$ cat config.mk
export PLATFORM = sky130hd
export DESIGN_NAME = input_conditioner
export DESIGN_NICKNAME = d
export VERILOG_FILES = /design/src/rtl/a3213_pkg.sv /design/src/rtl/debounce_chan.sv /design/src/rtl/input_conditioner.sv
export SDC_FILE = /design/constraint.sdc
export NUM_CORES = 1
export LEC_CHECK = 0
export ABC_AREA = 0
export CORE_AREA = 3 3 97 145
export CTS_CLUSTER_DIAMETER = 150
export DETAILED_ROUTE_END_ITERATION = 7
export DIE_AREA = 0 0 100 148
export GPL_ROUTABILITY_DRIVEN = 0
export HOLD_SLACK_MARGIN = 0.05
export PLACE_DENSITY_LB_ADDON = 0.05
export SLEW_MARGIN = 10
export SYNTH_ARGS = -nofsm -noshare
export SYNTH_HDL_FRONTEND = slang
export SYNTH_SLANG_ARGS = --single-unit
$ cat constraint.sdc
create_clock -name sysclk -period 2.48 [get_ports sysclk]
set_input_delay 0.372 -clock sysclk [delete_from_list [all_inputs] [get_ports sysclk]]
set_output_delay 0.372 -clock sysclk [all_outputs]
set_load 0.005 [all_outputs]
$ cat src/rtl/a3213_pkg.sv
// -----------------------------------------------------------------------------
// a3213_pkg
// Shared constants for the input conditioning front end.
//   NUM_SW           number of board slide switches (sw1..sw4)
//   NUM_CHAN         debounced channels: switches + write button + auto switch
//   DEBOUNCE_DEFAULT stable cycles needed before a new level is accepted (5 ms)
//   SYSCLK_HZ        system clock frequency the default debounce time assumes
// -----------------------------------------------------------------------------
package a3213_pkg;

  localparam int NUM_SW           = 4;
  localparam int NUM_CHAN         = NUM_SW + 2;
  localparam int DEBOUNCE_DEFAULT = 250000;
  localparam int SYSCLK_HZ        = 50_000_000;

  // Channel positions inside the packed raw/level vectors of the top level.
  localparam int CH_WRITE = NUM_SW;
  localparam int CH_AUTO  = NUM_SW + 1;

endpackage : a3213_pkg

$ cat src/rtl/debounce_chan.sv
// -----------------------------------------------------------------------------
// debounce_chan
// One input channel: 2-flop synchroniser followed by a counter-based debouncer.
// A new level is accepted only after the synchronised input has differed from
// the current stable level for DEBOUNCE_CYCLES consecutive cycles.
// Ports:
//   sysclk  in  1  system clock (rising edge)
//   reset   in  1  synchronous, active-high reset
//   raw     in  1  asynchronous raw input
//   level   out 1  debounced level (the stable register itself)
// -----------------------------------------------------------------------------
module debounce_chan #(
  parameter int DEBOUNCE_CYCLES = 250000,
  parameter int CNT_W           = 18
) (
  input  logic sysclk,
  input  logic reset,
  input  logic raw,
  output logic level
);

  localparam logic [CNT_W-1:0] CNT_LAST = CNT_W'(DEBOUNCE_CYCLES - 1);

  logic             r_s1;
  logic             r_s2;
  logic             r_stable;
  logic [CNT_W-1:0] r_cnt;

  always_ff @(posedge sysclk) begin
    if (reset) begin
      r_s1     <= 1'b0;
      r_s2     <= 1'b0;
      r_stable <= 1'b0;
      r_cnt    <= '0;
    end else begin
      r_s1 <= raw;
      r_s2 <= r_s1;
      if (r_s2 == r_stable) begin
        // Any return to the stable level throws away the partial count.
        r_cnt <= '0;
      end else if (r_cnt == CNT_LAST) begin
        r_stable <= r_s2;
        r_cnt    <= '0;
      end else begin
        // Cannot pass CNT_LAST: the branch above always catches it first.
        r_cnt <= r_cnt + 1'b1;
      end
    end
  end

  assign level = r_stable;

endmodule : debounce_chan

$ cat src/rtl/input_conditioner.sv
// -----------------------------------------------------------------------------
// input_conditioner
// Front end for the control block: debounces sw1..sw4, write and auto, and
// produces single-cycle write press/release pulses plus a switch word captured
// at every write press.
// Ports:
//   sysclk       in  1  system clock, all flops on its rising edge
//   reset        in  1  synchronous, active-high reset
//   sw_raw       in  4  raw switches (bit0 = sw1)
//   write_raw    in  1  raw write pushbutton, active-high
//   auto_raw     in  1  raw auto-mode switch
//   sw           out 4  debounced switch levels
//   sw_latched   out 4  debounced sw captured when write_pulse asserts
//   write_lvl    out 1  debounced write level
//   write_pulse  out 1  one-cycle pulse, cycle after write_lvl rises
//   write_rel    out 1  one-cycle pulse, cycle after write_lvl falls
//   auto_lvl     out 1  debounced auto level
// -----------------------------------------------------------------------------
module input_conditioner
  import a3213_pkg::*;
#(
  parameter int DEBOUNCE_CYCLES = DEBOUNCE_DEFAULT,
  parameter int CNT_W           = 18
) (
  input  logic              sysclk,
  input  logic              reset,
  input  logic [NUM_SW-1:0] sw_raw,
  input  logic              write_raw,
  input  logic              auto_raw,
  output logic [NUM_SW-1:0] sw,
  output logic [NUM_SW-1:0] sw_latched,
  output logic              write_lvl,
  output logic              write_pulse,
  output logic              write_rel,
  output logic              auto_lvl
);

  logic [NUM_CHAN-1:0] w_raw;
  logic [NUM_CHAN-1:0] w_level;
  logic                w_write_rise;
  logic                w_write_fall;

  logic                r_write_prev;
  logic                r_write_pulse;
  logic                r_write_rel;
  logic [NUM_SW-1:0]   r_sw_latched;

  assign w_raw = {auto_raw, write_raw, sw_raw};

  for (genvar g = 0; g < NUM_CHAN; g++) begin : g_chan
    debounce_chan #(
      .DEBOUNCE_CYCLES (DEBOUNCE_CYCLES),
      .CNT_W           (CNT_W)
    ) u_chan (
      .sysclk (sysclk),
      .reset  (reset),
      .raw    (w_raw[g]),
      .level  (w_level[g])
    );
  end

  // r_write_prev trails the stable write level by one cycle, so a difference
  // between the two marks the cycle right after an accepted change.
  assign w_write_rise =  w_level[CH_WRITE] & ~r_write_prev;
  assign w_write_fall = ~w_level[CH_WRITE] &  r_write_prev;

  always_ff @(posedge sysclk) begin
    if (reset) begin
      r_write_prev  <= 1'b0;
      r_write_pulse <= 1'b0;
      r_write_rel   <= 1'b0;
      r_sw_latched  <= '0;
    end else begin
      r_write_prev  <= w_level[CH_WRITE];
      r_write_pulse <= w_write_rise;
      r_write_rel   <= w_write_fall;
      // Captured together with the pulse rising, from the debounced switches,
      // so a switch accepted on the same edge as the press is included.
      if (w_write_rise) begin
        r_sw_latched <= w_level[NUM_SW-1:0];
      end
    end
  end

  assign sw          = w_level[NUM_SW-1:0];
  assign write_lvl   = w_level[CH_WRITE];
  assign auto_lvl    = w_level[CH_AUTO];
  assign write_pulse = r_write_pulse;
  assign write_rel   = r_write_rel;
  assign sw_latched  = r_sw_latched;

endmodule : input_conditioner

==> flow_summary.toml <==
[critical_path]
cp_slowest_stage_delay_ns = 0.48
crit_chain = "or3b_2 -> or3_1 -> o21ai_4 -> nor2_1"
crit_required_ns = 2.75
arrival_ns = 2.23
crit_fanout = 18
slowest_stage = "or3b_2"
cp-end-kind = "flop"
startpoint_type = "flop"
worstSetupPathType = "reg -> reg"

[timing]
finalMaxSlewViolations = 0
finalCritPeriodShare = 0.792
tightest_slew_ns = 0.567
hold_viol_final = 0
setup_violations = 0
timing.final.ws_setup_ns = 0.516
fin_skew_ns = 0.00537
period_needed_ns = 1.96
setup_tns_ns = 0
relSlewSlack = 0.616
fmax_mhz = 509
rsz0062_at_grt = "no"
whs_ns = 0.426

[yosys]
syn_area_per_cell_sq_um = 8.93
yosys.area_share.simple = 0.305
synth_cell_types = 42
yosysSeqAreaShare = 0.462
ys.flop_type = "dfxtp_1"
synth-xor-area-share = 0.143
synth_compound_area_frac = 0.0373
ys_warn_count = 0
async_reset_ff_frac = 0
syn_inst = 646
synth_area_sq_um = 5770
ys_ff_latch = 133
synth_edf_count = 0
synth_top_area_frac = 0.462
synth.area.top_cells = "dfxtp_1, xnor2_1, nor2_1, nand4_1, nand3_1"
synth_nets = 660
yosysTopAreaCell = "dfxtp_1"
synth_fa_ha_area_frac = 0.0130
synth_mux_area_frac = 0.00868
synth_top_family_by_area = "simple AND/OR/NAND/NOR gates"

[detailed_routing]
wirelength_mm = 11.0
viasPerCell = 5.22
drt_iter0_markers = 146
ant_nets = 0
wl_per_cell_um = 12.9
first_pass_iters = 5
drcViolationCount = 0
vias = 4424

[power_and_ir_drop]
p_sw_mw = 0.876
p_comb_frac = 0.013
swShare = 0.193
p_int_mw = 3.65
vdd.ir_drop.worst_mv = 0.351
power_leakage_nw = 1.98
seqPwrFrac = 0.476
pwr-share-clk = 0.511
total_power_mw = 4.53
power.density_nw_per_um2 = 676

[clock_network]
htree_levels = 4
clk_pin_slew_worst_paths_ns = 0.05
numCtsBuffers = 17
holdBufCountCts = 0
cts_tree = "yes"
clk-insertion-delay-late_ns = 0.40
cts-resized-gates = 0
post_cts_buffers = 0
cts_buffer_depth = 2
root_buffer = "clkbuf_16"
clkSinkCount = 133

[global_route]
met2_usage = 0.290
gr-usage-all-layers = 0.161
grt.overflow.total = 0
antenna_found_initial = 0
met1_usage = 0.182
grt_pass1_wl_mm = 19.6
use_met3 = 0.0425
grt_busiest_layer = "met2"
first_global_vias = 4385
grt_max_degree = 35

[placed_design]
portBuffers = 19
hpwlAfterDp_mm = 7.72
dpl_worst_slack_ns = 0.507

[floorplanning]
rows = 51
die_area_sq_um = 14800
core_sq_um = 13000
start_util = 0.445
io_pins = 20
die-width_um = 100
fp.dieH_um = 148

[finish]
n_antenna_cell = 0
mostFrequentLayoutCells = "dfxtp_1, nor2_1, xnor2_1, nand3_1, nand4_1"
final_common_cell = "dfxtp_1"
final_nets = 690
areaGrowthSynthToFinish_pct = 16.1
utilization = 0.517
post_route_cells_drive_above_1_share = 0.0785
fillers = 1211

[hold_path]
hp-class = "reg -> reg"

[run]
max_cap_viol_count = 0

[run_status]
outcome = "finished clean"
-- through the flow --
step | cells | area, sq um
2_1_floorplan | 646 | 5770
3_3_place_gp | 816 | 6150
3_5_place_dp | 816 | 6150
4_1_cts | 847 | 6700
5_1_grt | 847 | 6700
6_report | 847 | 6700
-- routing by layer --
metal  vias to the layer above  wire (um)
met4                         0        164
met2                        56       5610
met1                      2048       4910
met3                        18        270
met5                         -          0
li1                       2302          -
-- Yosys cell counts, types with 9 or more instances --
| cell type | number |
|---|---|
| or3_1 | 10 |
| inv_1 | 23 |
| nand3_1 | 40 |
| nor3_1 | 26 |
| dfxtp_1 | 133 |
| a21oi_1 | 12 |
| xor2_1 | 22 |
| o21ai_0 | 9 |
| nor4_1 | 30 |
| nor2_1 | 119 |
| nand4_1 | 33 |
| nand2_1 | 25 |
| nor2b_1 | 12 |
| xnor2_1 | 72 |
-- path summary, 6_finish.rpt --
check                             start                         to  slack, ns  cells past startpoint
max          g_chan[2].u_chan.r_cnt[13]  g_chan[2].u_chan.r_cnt[9]       0.52                      4
min                        r_write_prev                write_pulse       0.43                      1
max reg2reg  g_chan[2].u_chan.r_cnt[13]  g_chan[2].u_chan.r_cnt[9]       0.52                      4
min reg2reg                r_write_prev                write_pulse       0.43                      1
-- cell type report --
class | instances | area (sq um) | area share
clock buffer | 27 | 503 | 0.0751
clock inverter | 4 | 45.0 | 0.00673
inverter | 23 | 86.3 | 0.0129
multi-input combinational | 472 | 2920 | 0.436
sequential | 133 | 2660 | 0.398
tap | 159 | 199 | 0.0297
timing repair buffer | 29 | 278 | 0.0415
-- worst max-delay path: cells and delay by family, from the launching register on --
family / cells / cell delay (ns)
DFF: 1 / 0.35
AOI/OAI and AO/OA: 1 / 0.45
and+or+nand+nor: 3 / 1.03
-- flip-flops by register name (all words and copies together) (netlist names) --
| register | cells |
|---|---|
| write_pulse | 1 |
| g_chan.u_chan.r_cnt | 108 |
| sw_latched | 4 |
| g_chan.u_chan.level | 6 |
| g_chan.u_chan.r_s2 | 6 |
| r_write_prev | 1 |
| g_chan.u_chan.r_s1 | 6 |
| write_rel | 1 |
-- power by group through the flow --
stage / clock network [mW] / logic, mW / registers [mW]
finish: 2.31 / 0.0584 / 2.16
floorplan: 0 / 0.0341 / 2.20
global placement: 0 / 0.0590 / 2.20
CTS: 2.39 / 0.0597 / 2.16
detailed placement: 0 / 0.0594 / 2.20
global route: 2.48 / 0.0653 / 2.16
-- cells by family after synthesis --
family	after synthesis
simple gates	335
flops	133
mux	5
xor+xnor	94
buf+inv	41
compound gates	32
fa+ha+maj	6
(Power assumes the default switching activity.)
